===== src/rtl/sched_pkg.sv =====
// +----------------------------------------------------------------------------+
// | sched_pkg: shared constants, state encoding and slot-2 hazard check.        |
// | Revision: 1.0                                                              |
// +----------------------------------------------------------------------------+
`default_nettype none

package sched_pkg;

    localparam int          c_instr_w = 32;
    localparam logic [31:0] c_nop     = 32'h0000_0000;

    localparam int c_rd_msb  = 25;
    localparam int c_rd_lsb  = 21;
    localparam int c_rs1_msb = 20;
    localparam int c_rs1_lsb = 16;
    localparam int c_rs2_msb = 15;
    localparam int c_rs2_lsb = 11;

    typedef logic [1:0] sched_state_e;
    localparam sched_state_e c_st_idle  = 2'd0;
    localparam sched_state_e c_st_run   = 2'd1;
    localparam sched_state_e c_st_flush = 2'd2;

    // b may not pair with a when it touches the register a writes (r0 never conflicts).
    function automatic logic has_hazard(input logic [c_instr_w-1:0] a,
                                        input logic [c_instr_w-1:0] b);
        logic [4:0] a_rd;
        a_rd = a[c_rd_msb:c_rd_lsb];
        return (a != c_nop) && (a_rd != 5'd0) &&
               ((b[c_rs1_msb:c_rs1_lsb] == a_rd) ||
                (b[c_rs2_msb:c_rs2_lsb] == a_rd) ||
                (b[c_rd_msb:c_rd_lsb]   == a_rd));
    endfunction

endpackage

`default_nettype wire


===== src/rtl/issue_fifo.sv =====
// +----------------------------------------------------------------------------+
// | issue_fifo: circular instruction buffer, one push and 0/1/2 pops per cycle. |
// | Revision: 1.0                                                              |
// +----------------------------------------------------------------------------+
`default_nettype none

module issue_fifo #(
    parameter int DEPTH = 8,
    parameter int W     = 32
) (
    input  logic                       clk,
    input  logic                       rst_n,
    input  logic                       clear_i,
    input  logic                       push_i,
    input  logic [W-1:0]               data_i,
    input  logic [1:0]                 pop_n_i,
    output logic [W-1:0]               head0_o,
    output logic [W-1:0]               head1_o,
    output logic [$clog2(DEPTH):0]     count_o
);

    localparam int c_addr_w = $clog2(DEPTH);
    localparam int c_cnt_w  = c_addr_w + 1;

    logic [W-1:0]          mem_q [DEPTH];
    logic [c_addr_w-1:0]   wr_ptr_q;
    logic [c_addr_w-1:0]   rd_ptr_q;
    logic [c_addr_w-1:0]   w_rd_next;
    logic [c_cnt_w-1:0]    count_q;

    assign w_rd_next = rd_ptr_q + c_addr_w'(1);
    assign head0_o   = mem_q[rd_ptr_q];
    assign head1_o   = mem_q[w_rd_next];
    assign count_o   = count_q;

    always_ff @(posedge clk) begin
        if (push_i && !clear_i) begin
            mem_q[wr_ptr_q] <= data_i;
        end
    end

    // Pointers wrap naturally because DEPTH is a power of two.
    always_ff @(posedge clk or negedge rst_n) begin
        if (!rst_n) begin
            wr_ptr_q <= '0;
            rd_ptr_q <= '0;
            count_q  <= '0;
        end else if (clear_i) begin
            wr_ptr_q <= '0;
            rd_ptr_q <= '0;
            count_q  <= '0;
        end else begin
            wr_ptr_q <= wr_ptr_q + c_addr_w'(push_i);
            rd_ptr_q <= rd_ptr_q + c_addr_w'(pop_n_i);
            count_q  <= count_q + c_cnt_w'(push_i) - c_cnt_w'(pop_n_i);
        end
    end

endmodule

`default_nettype wire


===== src/rtl/dual_issue_scheduler.sv =====
// +----------------------------------------------------------------------------+
// | dual_issue_scheduler: packs a single-wide stream into two issue slots.      |
// | Optional SCHED_STATS_EN adds saturating dual/single/stall counters.         |
// | Revision: 1.0                                                              |
// +----------------------------------------------------------------------------+
`default_nettype none

module dual_issue_scheduler
    import sched_pkg::*;
#(
    parameter int DEPTH   = 8,
    parameter int INSTR_W = 32,
    parameter int PC_W    = 5
) (
    input  logic                 clk,
    input  logic                 rst_n,
    input  logic [INSTR_W-1:0]   instr_i,
    input  logic                 instr_valid_i,
    output logic                 instr_ready_o,
    input  logic                 stall_i,
    input  logic                 flush_i,
    output logic [INSTR_W-1:0]   instruction_1_o,
    output logic [INSTR_W-1:0]   instruction_2_o,
    output logic [1:0]           issue_cnt_o,
    output logic [PC_W-1:0]      issue_pc_o
`ifdef SCHED_STATS_EN
    ,
    output logic [31:0]          stat_dual_o,
    output logic [31:0]          stat_single_o,
    output logic [31:0]          stat_stall_o
`endif
);

    localparam int                 c_cnt_w = $clog2(DEPTH) + 1;
    localparam logic [c_cnt_w-1:0] c_depth = c_cnt_w'(DEPTH);

    logic [INSTR_W-1:0] w_head0, w_head1;
    logic [c_cnt_w-1:0] w_count, w_count_d;
    logic               w_push, w_issue, w_hazard, w_dual;
    logic [1:0]         w_pop_n;

    sched_state_e       state_q, state_d;
    logic               init_q;
    logic [INSTR_W-1:0] slot1_q, slot1_d, slot2_q, slot2_d;
    logic [1:0]         cnt_q, cnt_d;
    logic [PC_W-1:0]    pc_q, pc_d;

    // init_q keeps ready low for the first cycle after reset release.
    assign instr_ready_o = init_q && (w_count < c_depth) && (state_q != c_st_flush) && !flush_i;
    assign w_push        = instr_valid_i && instr_ready_o;
    assign w_hazard      = has_hazard(w_head0, w_head1);
    assign w_issue       = !flush_i && !stall_i && (state_q == c_st_run) && (w_count != '0);
    assign w_dual        = w_issue && (w_count >= c_cnt_w'(2)) && !w_hazard;
    assign w_pop_n       = w_dual ? 2'd2 : (w_issue ? 2'd1 : 2'd0);
    assign w_count_d     = w_count + c_cnt_w'(w_push) - c_cnt_w'(w_pop_n);

    issue_fifo #(
        .DEPTH (DEPTH),
        .W     (INSTR_W)
    ) u_fifo (
        .clk     (clk),
        .rst_n   (rst_n),
        .clear_i (flush_i),
        .push_i  (w_push),
        .data_i  (instr_i),
        .pop_n_i (w_pop_n),
        .head0_o (w_head0),
        .head1_o (w_head1),
        .count_o (w_count)
    );

    // IDLE looks at the registered count, so a fresh entry waits one cycle before issuing.
    always_comb begin
        state_d = state_q;
        if (flush_i) begin
            state_d = c_st_flush;
        end else begin
            case (state_q)
                c_st_idle: if (w_count != '0)   state_d = c_st_run;
                c_st_run:  if (w_count_d == '0) state_d = c_st_idle;
                default:                        state_d = c_st_idle;
            endcase
        end
    end

    always_comb begin
        slot1_d = slot1_q;
        slot2_d = slot2_q;
        cnt_d   = cnt_q;
        pc_d    = pc_q;
        if (flush_i) begin
            slot1_d = '0;
            slot2_d = '0;
            cnt_d   = 2'd0;
        end else if (!stall_i) begin
            slot1_d = w_issue ? w_head0 : '0;
            slot2_d = w_dual  ? w_head1 : '0;
            cnt_d   = w_pop_n;
            pc_d    = pc_q + PC_W'(w_pop_n);
        end
    end

    always_ff @(posedge clk or negedge rst_n) begin
        if (!rst_n) begin
            state_q <= c_st_idle;
            init_q  <= 1'b0;
            slot1_q <= '0;
            slot2_q <= '0;
            cnt_q   <= 2'd0;
            pc_q    <= '0;
        end else begin
            state_q <= state_d;
            init_q  <= 1'b1;
            slot1_q <= slot1_d;
            slot2_q <= slot2_d;
            cnt_q   <= cnt_d;
            pc_q    <= pc_d;
        end
    end

    assign instruction_1_o = slot1_q;
    assign instruction_2_o = slot2_q;
    assign issue_cnt_o     = cnt_q;
    assign issue_pc_o      = pc_q;

`ifdef SCHED_STATS_EN
    logic [31:0] stat_dual_q, stat_single_q, stat_stall_q;
    logic        w_split;

    assign w_split = w_issue && (w_count >= c_cnt_w'(2)) && w_hazard;

    always_ff @(posedge clk or negedge rst_n) begin
        if (!rst_n) begin
            stat_dual_q   <= '0;
            stat_single_q <= '0;
            stat_stall_q  <= '0;
        end else begin
            if (w_dual && (stat_dual_q != '1))
                stat_dual_q <= stat_dual_q + 32'd1;
            if (w_issue && !w_dual && (stat_single_q != '1))
                stat_single_q <= stat_single_q + 32'd1;
            if ((stall_i || w_split) && (stat_stall_q != '1))
                stat_stall_q <= stat_stall_q + 32'd1;
        end
    end

    assign stat_dual_o   = stat_dual_q;
    assign stat_single_o = stat_single_q;
    assign stat_stall_o  = stat_stall_q;
`endif

endmodule

`default_nettype wire


===== config.mk =====
export PLATFORM = sky130hd
export DESIGN_NAME = dual_issue_scheduler
export DESIGN_NICKNAME = d
export VERILOG_FILES = /design/src/rtl/sched_pkg.sv /design/src/rtl/issue_fifo.sv /design/src/rtl/dual_issue_scheduler.sv
export SDC_FILE = /design/constraint.sdc
export NUM_CORES = 1
export LEC_CHECK = 0
export CAP_MARGIN = 20
export CORE_ASPECT_RATIO = 0.7
export CORE_MARGIN = 4
export CORE_UTILIZATION = 40
export DETAILED_ROUTE_END_ITERATION = 7
export DONT_BUFFER_PORTS = 1
export PLACE_DENSITY = 0.52
export SYNTH_ARGS = -nofsm -noshare
export SYNTH_HDL_FRONTEND = slang
export SYNTH_HIERARCHICAL = 1
export SYNTH_SLANG_ARGS = --single-unit

===== constraint.sdc =====
create_clock -name clk -period 5.7 [get_ports clk]
set_input_delay 1.14 -clock clk [delete_from_list [all_inputs] [get_ports clk]]
set_output_delay 1.14 -clock clk [all_outputs]
set_load 0.02 [all_outputs]

# == Word-level counts from Yosys, hierarchy flattened ==
# Memory sizes are Yosys's and may differ from the RTL's.
# Index checks and enable logic that the tools add are counted.
# word_totals
ff_bits,84
ramBits,256
out_inout_bits,72
elab_cells,71
n_memories,1
# memory_table
name,depth,word_bits,rd,rd_ports_with_merged_regs,wr,line,text
u_fifo.mem_q,8,32,2,0,1,issue_fifo.sv:25,logic [W-1:0] mem_q [DEPTH];
# op_classes
n_addsub,6
magnitude_cmp,2
n_eq_ne,8
muxes,19
n_bitwise,2
reduce_logical,24
# ops
operator,count
$mux 32,6
$reduce_bool 32->1,1
$eq 5x5->1,3
$logic_and 1x1->1,12
$mux 2,6
$mux 3,2
$add 5x2->5,1
$reduce_bool 5->1,1
$add 4x1->4,1
$ge 4x2->1 const B,1
$logic_not 4->1,1
$lt 4x4->1 const B,1
$mux 4,1
$pmux 2 s2,1
$reduce_and 2->1,2
$reduce_bool 4->1,1
$sub 4x2->4,1
$add 3x1->3,1
$add 3x1->3 const B,1
$add 3x2->3,1
$logic_not 1->1,3
$mux 1,3
$ne 3x2->1 const B,1
$ne 3x3->1 const B,1
6 further kinds,8

# == Longest topological paths before layout ==
# An unclocked memory read counts as a cell.
# depth
ltp_word,14
ltp_mapped,18
ltp_nobuf,16

# == Hierarchy ==
# The synthesis kept the hierarchy.
# by_module_without_submodules
mod,instances,cells_per_inst,area_each_um2,seq_area_each_um2
issue_fifo,1,544,12165.4,7937.6
dual_issue_scheduler,1,311,3538.4,1851.8

# == Least setup slack after synthesis ==
# OpenSTA, ideal clock, no wires.
# synth_path
path_kind,input -> register
startpoint,in flush_i
endpoint,mem u_fifo.mem_q[2][0] (enable)
t_arrival_ns,5.465
t_required_ns,5.199
setup_slack_ns,-0.267
cell_stages,5
path_cell_list,nor4b_1 -> nand2_1 -> inv_1 -> nand2_1 -> nor4_1
# synth_between
elab_chain_len,6
# synth_lines
element,line,text
"start, declared",dual_issue_scheduler.sv:21,"input logic flush_i,"
$logic_not 1->1,dual_issue_scheduler.sv:49,assign instr_ready_o = init_q && (w_count < c_depth) && (state_q != c_st_flush) && !flush_i;
$logic_and 1x1->1,dual_issue_scheduler.sv:49,
$logic_and 1x1->1,dual_issue_scheduler.sv:50,assign w_push = instr_valid_i && instr_ready_o;
net w_push,dual_issue_scheduler.sv:39,"logic w_push, w_issue, w_hazard, w_dual;"
$logic_and 1x1->1,issue_fifo.sv:37,if (push_i && !clear_i) begin
$mux 1,issue_fifo.sv:37,
$mux 1 (implied by the code),issue_fifo.sv:38,mem_q[wr_ptr_q] <= data_i;
"end, declared",issue_fifo.sv:25,
# The timed path passes the listed nets, and every way through them passes these cells.

# == Worst setup path after layout ==
# layout_path
startpoint,reg u_fifo.rd_ptr_q[0]
endpoint,reg state_q[0]
# layout_between
word_cells_on_any_way,18
cone_classes,add/sub: 2; eq/ne: 4; mux: 1; reduce/logical: 10; memory: 1
# layout_lines
element,line,text
"start, declared",issue_fifo.sv:27,logic [c_addr_w-1:0] rd_ptr_q;
"start signal, assigned",issue_fifo.sv:54,rd_ptr_q <= rd_ptr_q + c_addr_w'(pop_n_i);
$mem_v2 8x32 (*),--,
net w_head0[24],dual_issue_scheduler.sv:37,"logic [INSTR_W-1:0] w_head0, w_head1;"
$eq 5x5->1 (on tied branches),"sched_pkg.sv:30, sched_pkg.sv:31",
$logic_or 1x1->1,sched_pkg.sv:30,((b[c_rs1_msb:c_rs1_lsb] == a_rd) ||
$logic_or 1x1->1,sched_pkg.sv:31,(b[c_rs2_msb:c_rs2_lsb] == a_rd) ||
$logic_and 1x1->1 (*),sched_pkg.sv:29,return (a != c_nop) && (a_rd != 5'd0) &&
$logic_not 1->1 (*),dual_issue_scheduler.sv:53,assign w_dual = w_issue && (w_count >= c_cnt_w'(2)) && !w_hazard;
$logic_and 1x1->1 (*),dual_issue_scheduler.sv:53,
$mux 2 (*),dual_issue_scheduler.sv:54,assign w_pop_n = w_dual ? 2'd2 : (w_issue ? 2'd1 : 2'd0);
net w_pop_n[0],dual_issue_scheduler.sv:40,logic [1:0] w_pop_n;
$sub 4x2->4 (*),dual_issue_scheduler.sv:55,assign w_count_d = w_count + c_cnt_w'(w_push) - c_cnt_w'(w_pop_n);
$logic_not 4->1 (*),dual_issue_scheduler.sv:80,c_st_run: if (w_count_d == '0) state_d = c_st_idle;
$ne 3x2->1 (no source line) (*),--,
$reduce_and 2->1 (no source line) (*),--,
"end signal, assigned",dual_issue_scheduler.sv:105,state_q <= c_st_idle;
"end signal, assigned",dual_issue_scheduler.sv:112,state_q <= state_d;
"end, declared",dual_issue_scheduler.sv:42,"sched_state_e state_q, state_d;"
# The timed path passes the listed nets; every way through them passes the cells marked *.
# A chain may end at the register's enable or synchronous reset.

==> results.txt <==
----------------------------------------------------
[Detailed routing]
  DRC Markers ... 0
  DR iter-0 viols ... roughly 570
  Wire length reported by the detailed router ... 40.6 mm
  Number of search-and-repair iterations in the first detailed-routing pass ... 5
  Post-detailed-route wirelength per cell ... around 29 um
  Number of nets still failing antenna checks after routing ... 0
  Total number of vias ... ~8300
  Vias per std cell ... roughly 6

[Yosys]
  Number of flops mapped to enable cells by yosys ... about 260
  Dominant register cell in the synthesized netlist ... sky130_fd_sc_hd__edfxtp_1
  Cell type contributing the most total cell area after synthesis ... sky130_fd_sc_hd__edfxtp_1
  Flip-flop and latch count after synthesis ... 340
  Sequential fraction of the synthesis area ... between 60 and 70%
  Synthesis Warnings ... 6
  Yosys cell types ... 44
  Area of the mapped netlist ... approximately 16000 sq um
  Area share of the largest cell type after synthesis ... around half
  Async S/R FF share, synth ... approximately a quarter
  Per-instance average area after synthesis ... roughly 18 sq um
  Number of standard cells after synthesis ... approximately 860
  Largest cells by area after synthesis ... sky130_fd_sc_hd__edfxtp_1 (49%), sky130_fd_sc_hd__mux4_2 (18%), sky130_fd_sc_hd__dfrtp_1 (13%), sky130_fd_sc_hd__mux2_2 (4.7%), sky130_fd_sc_hd__a22o_1 (1.8%)
  Synthesized Nets ... a little over 900

[Floorplanning]
  Die Height ... ~170 um
  Initial core utilization ... 40.7%
  Core outline area ... roughly 39000 sq um
  Die extent in x ... roughly 240 um
  Die Outline Area ... roughly 43000 sq um
  Cell Rows ... 60
  Number of I/O pins ... 109

[Timing]
  Maximum clock frequency ... slightly above 200 MHz
  Measured slew at the worst slew-check pin ... 1080 ps
  Setup Skew ... around 17 ps
  Max-slew violation count ... 0
  Time the worst path needs with I/O delays and setup ... between 4000 and 5000 ps
  RSZ-0062 raised after global routing ... no
  Final-report setup violation count ... 0
  Final hold violations ... 0
  Remaining max-slew budget at the tightest pin ... approximately 28%
  Min setup slack post-route ... ~740 ps
  Crit share post-route ... between 80% and 90%
  Sum of negative setup slack ... 0 ps
  Final Hold Slack ... ~320 ps

[Worst setup path]
  CP max stage delay ... between 600 and 700 ps
  Worst R2R End ... state_q[0]
  Data required time at the worst endpoint ... 6100 ps
  Worst Path Max Fanout ... about 130
  Flop-to-flop setup slack ... approximately 740 ps
  Capture point of the critical path ... state_q[0]
  Crit Path Category ... reg -> reg
  Setup crit start kind ... flip-flop
  Startpoint of the worst setup timing path ... u_fifo/rd_ptr_q[0]
  Crit-path leading delay family ... compound AO/OA/AOI/OAI gates
  Type of destination of the critical path ... flip-flop
  Buffer and inverter count on the worst path ... 3
  Depth of the worst register-to-register path ... 14
  Arr. time, crit path ... ~5400 ps
  Depth of the critical timing path with buffers and inverters included ... 14
  Worst r2r src ... u_fifo/rd_ptr_q[0]
  Critical Path, Cell by Cell ... buf_12 -> mux4_2 -> mux2_2 -> xor2_1 -> o31ai_4 -> o311a_1 -> ha_1 -> inv_1 -> ha_1 -> inv_1 -> fa_1 -> xor2_1 -> and4b_1 -> a2111oi_0
  Slowest stage cell, crit path ... sky130_fd_sc_hd__buf_12

[Clocking]
  Insertion delay to the later sink of the worst-skew pair ... around 530 ps
  H-tree depth reported by CTS ... 2
  Clock-pin slew reported for the worst setup and hold paths after clock tree synthesis ... around 60 ps
  Sinks on the clock net ... 340
  TritonCTS clock tree ... built
  Number of buffers created by CTS ... 37
  Max Buffers Root-to-Sink ... 3
  CTS Root Cell ... sky130_fd_sc_hd__clkbuf_16
  Cts repair resizes ... 0
  Number of buffers added to fix hold violations after cts ... 0
  Number of buffers inserted by post-CTS setup repair ... 0

[Layout]
  Post-layout net count ... 911
  Antenna fix cells ... 0
  Signed area change from the synthesized netlist to the final layout ... 11.3%
  Ratio of cells with drive above 1 in the final layout ... 33.3%

[GRT]
  Global route total overflow ... 0
  Pin count of the biggest net entering global routing ... 130
  Antenna violations before repair ... 0
  Global router's overall resource usage ... around 19%
  Number of global-route vias before repair ... between 8000 and 9000
  First-pass GRT wire length ... 61.0 mm

[Flow run]
  Max-Cap Viols ... 0

[Power and ir drop]
  Design Power ... a little over 5000 uW
  Leakage power summed over all cells ... approximately 0.0057 uW
  Maximum resistive drop on vdd ... between 0.15 and 0.2 mV
  Power density normalized to cell area ... a little under 300 nW/um^2

[Placement]
  Post-place setup slack ... between 600 and 700 ps
  Gp weighted congestion ... about 0.76
  Number of I/O port buffers ... 0
  Post-DP HPWL ... about 23 mm

[Worst hold path]
  Class of the most critical hold timing path ... in -> async

[Status]
  Outcome ... complete, no violations

----------------------------------------------------
==> cells in the final DEF (no fill, tap or decap), types with 16 or more instances in the layout <==
| master | instances |
|---|---|
| sky130_fd_sc_hd__edfxtp_1 | 256 |
| sky130_fd_sc_hd__mux4_2 | 128 |
| sky130_fd_sc_hd__dfrtp_1 | 81 |
| sky130_fd_sc_hd__mux2_2 | 66 |
| sky130_fd_sc_hd__nand2_1 | 37 |
| sky130_fd_sc_hd__clkbuf_16 | 37 |
| sky130_fd_sc_hd__o31ai_1 | 34 |
| sky130_fd_sc_hd__a22o_1 | 32 |
| sky130_fd_sc_hd__a22oi_1 | 32 |
| sky130_fd_sc_hd__buf_4 | 20 |
| sky130_fd_sc_hd__ha_1 | 16 |
==> registers in the layout, indices dropped and copies added, names as in the netlist <==
signal	flops
u_fifo/mem_q	256
instruction_1_o	32
instruction_2_o	32
issue_pc_o	5
u_fifo/count_o	4
u_fifo/rd_ptr_q	3
u_fifo/wr_ptr_q	3
issue_cnt_o	2
state_q	2
init_q	1
==> routing by layer <==
metal	wire length, um	global-route usage, %	up-vias
met5	0	0	-
li1	-	-	3513
met4	821	4.68	0
met2	19900	32.1	208
met1	17200	25.8	4493
met3	2660	5.06	54
==> worst min path at each step <==
stage / slack (ps) / cells after the start / from / end
2_1_floorplan: 490 / 1 / state_q[1] / state_q[0]
3_3_place_gp: 510 / 1 / state_q[1] / state_q[0]
3_5_place_dp: 530 / 1 / state_q[1] / state_q[0]
4_1_cts: 290 / 0 / rst_n / instruction_1_o[12]
5_1_grt: 290 / 0 / rst_n / instruction_1_o[12]
6_report: 320 / 0 / rst_n / instruction_1_o[12]
==> cell usage after synthesis (all sizes together), types with 2 or more instances <==
library cell,count
nor2,11
xor2,12
nor2b,7
xnor2,13
nand3,5
a21oi,5
ha,17
o31ai,35
mux4,128
fa,4
inv,14
a22o,32
nand2,37
mux2,66
o31a,2
a22oi,32
nor3,8
edfxtp,256
nor4b,2
nand2b,3
buf,53
a21o,2
dfrtp,84
clkbuf,14
==> logic make-up after synthesis <==
logic type / after synthesis / synth area share [%]
DFF: 340 / 62.3
muxes: 194 / 23.1
AOI/OAI and AO/OA: 113 / 5.71
buffers and inverters: 81 / 3.05
and+or+nand+nor: 80 / 2.53
xor gates and xnor gates: 25 / 1.39
adders and majority gates: 21 / 1.86
other: 1 / 0.0239
==> power breakdown <==
group          internal [uW]  switching [uW]
clock network           1380             966
logic                   20.4            30.0
registers               2680            10.5
==> cell type report <==
class	instances	area, sq um
clock buffer	48	1010
fill	3294	21100
inverter	14	52.6
clock inverter	17	159
sequential	340	9800
timing repair buffer	26	253
tap	527	659
multi-input combinational	434	5540
==> stage by stage <==
step                      util (%)  area (sq um)  std cells
after global placement        42.2         16300       1339
after detailed placement      42.2         16300       1340
final                         45.3         17500       1406
after global routing          45.3         17500       1406
after floorplan                  -         15700        855
after CTS                     45.2         17500       1405
(Power assumes the default switching activity.)
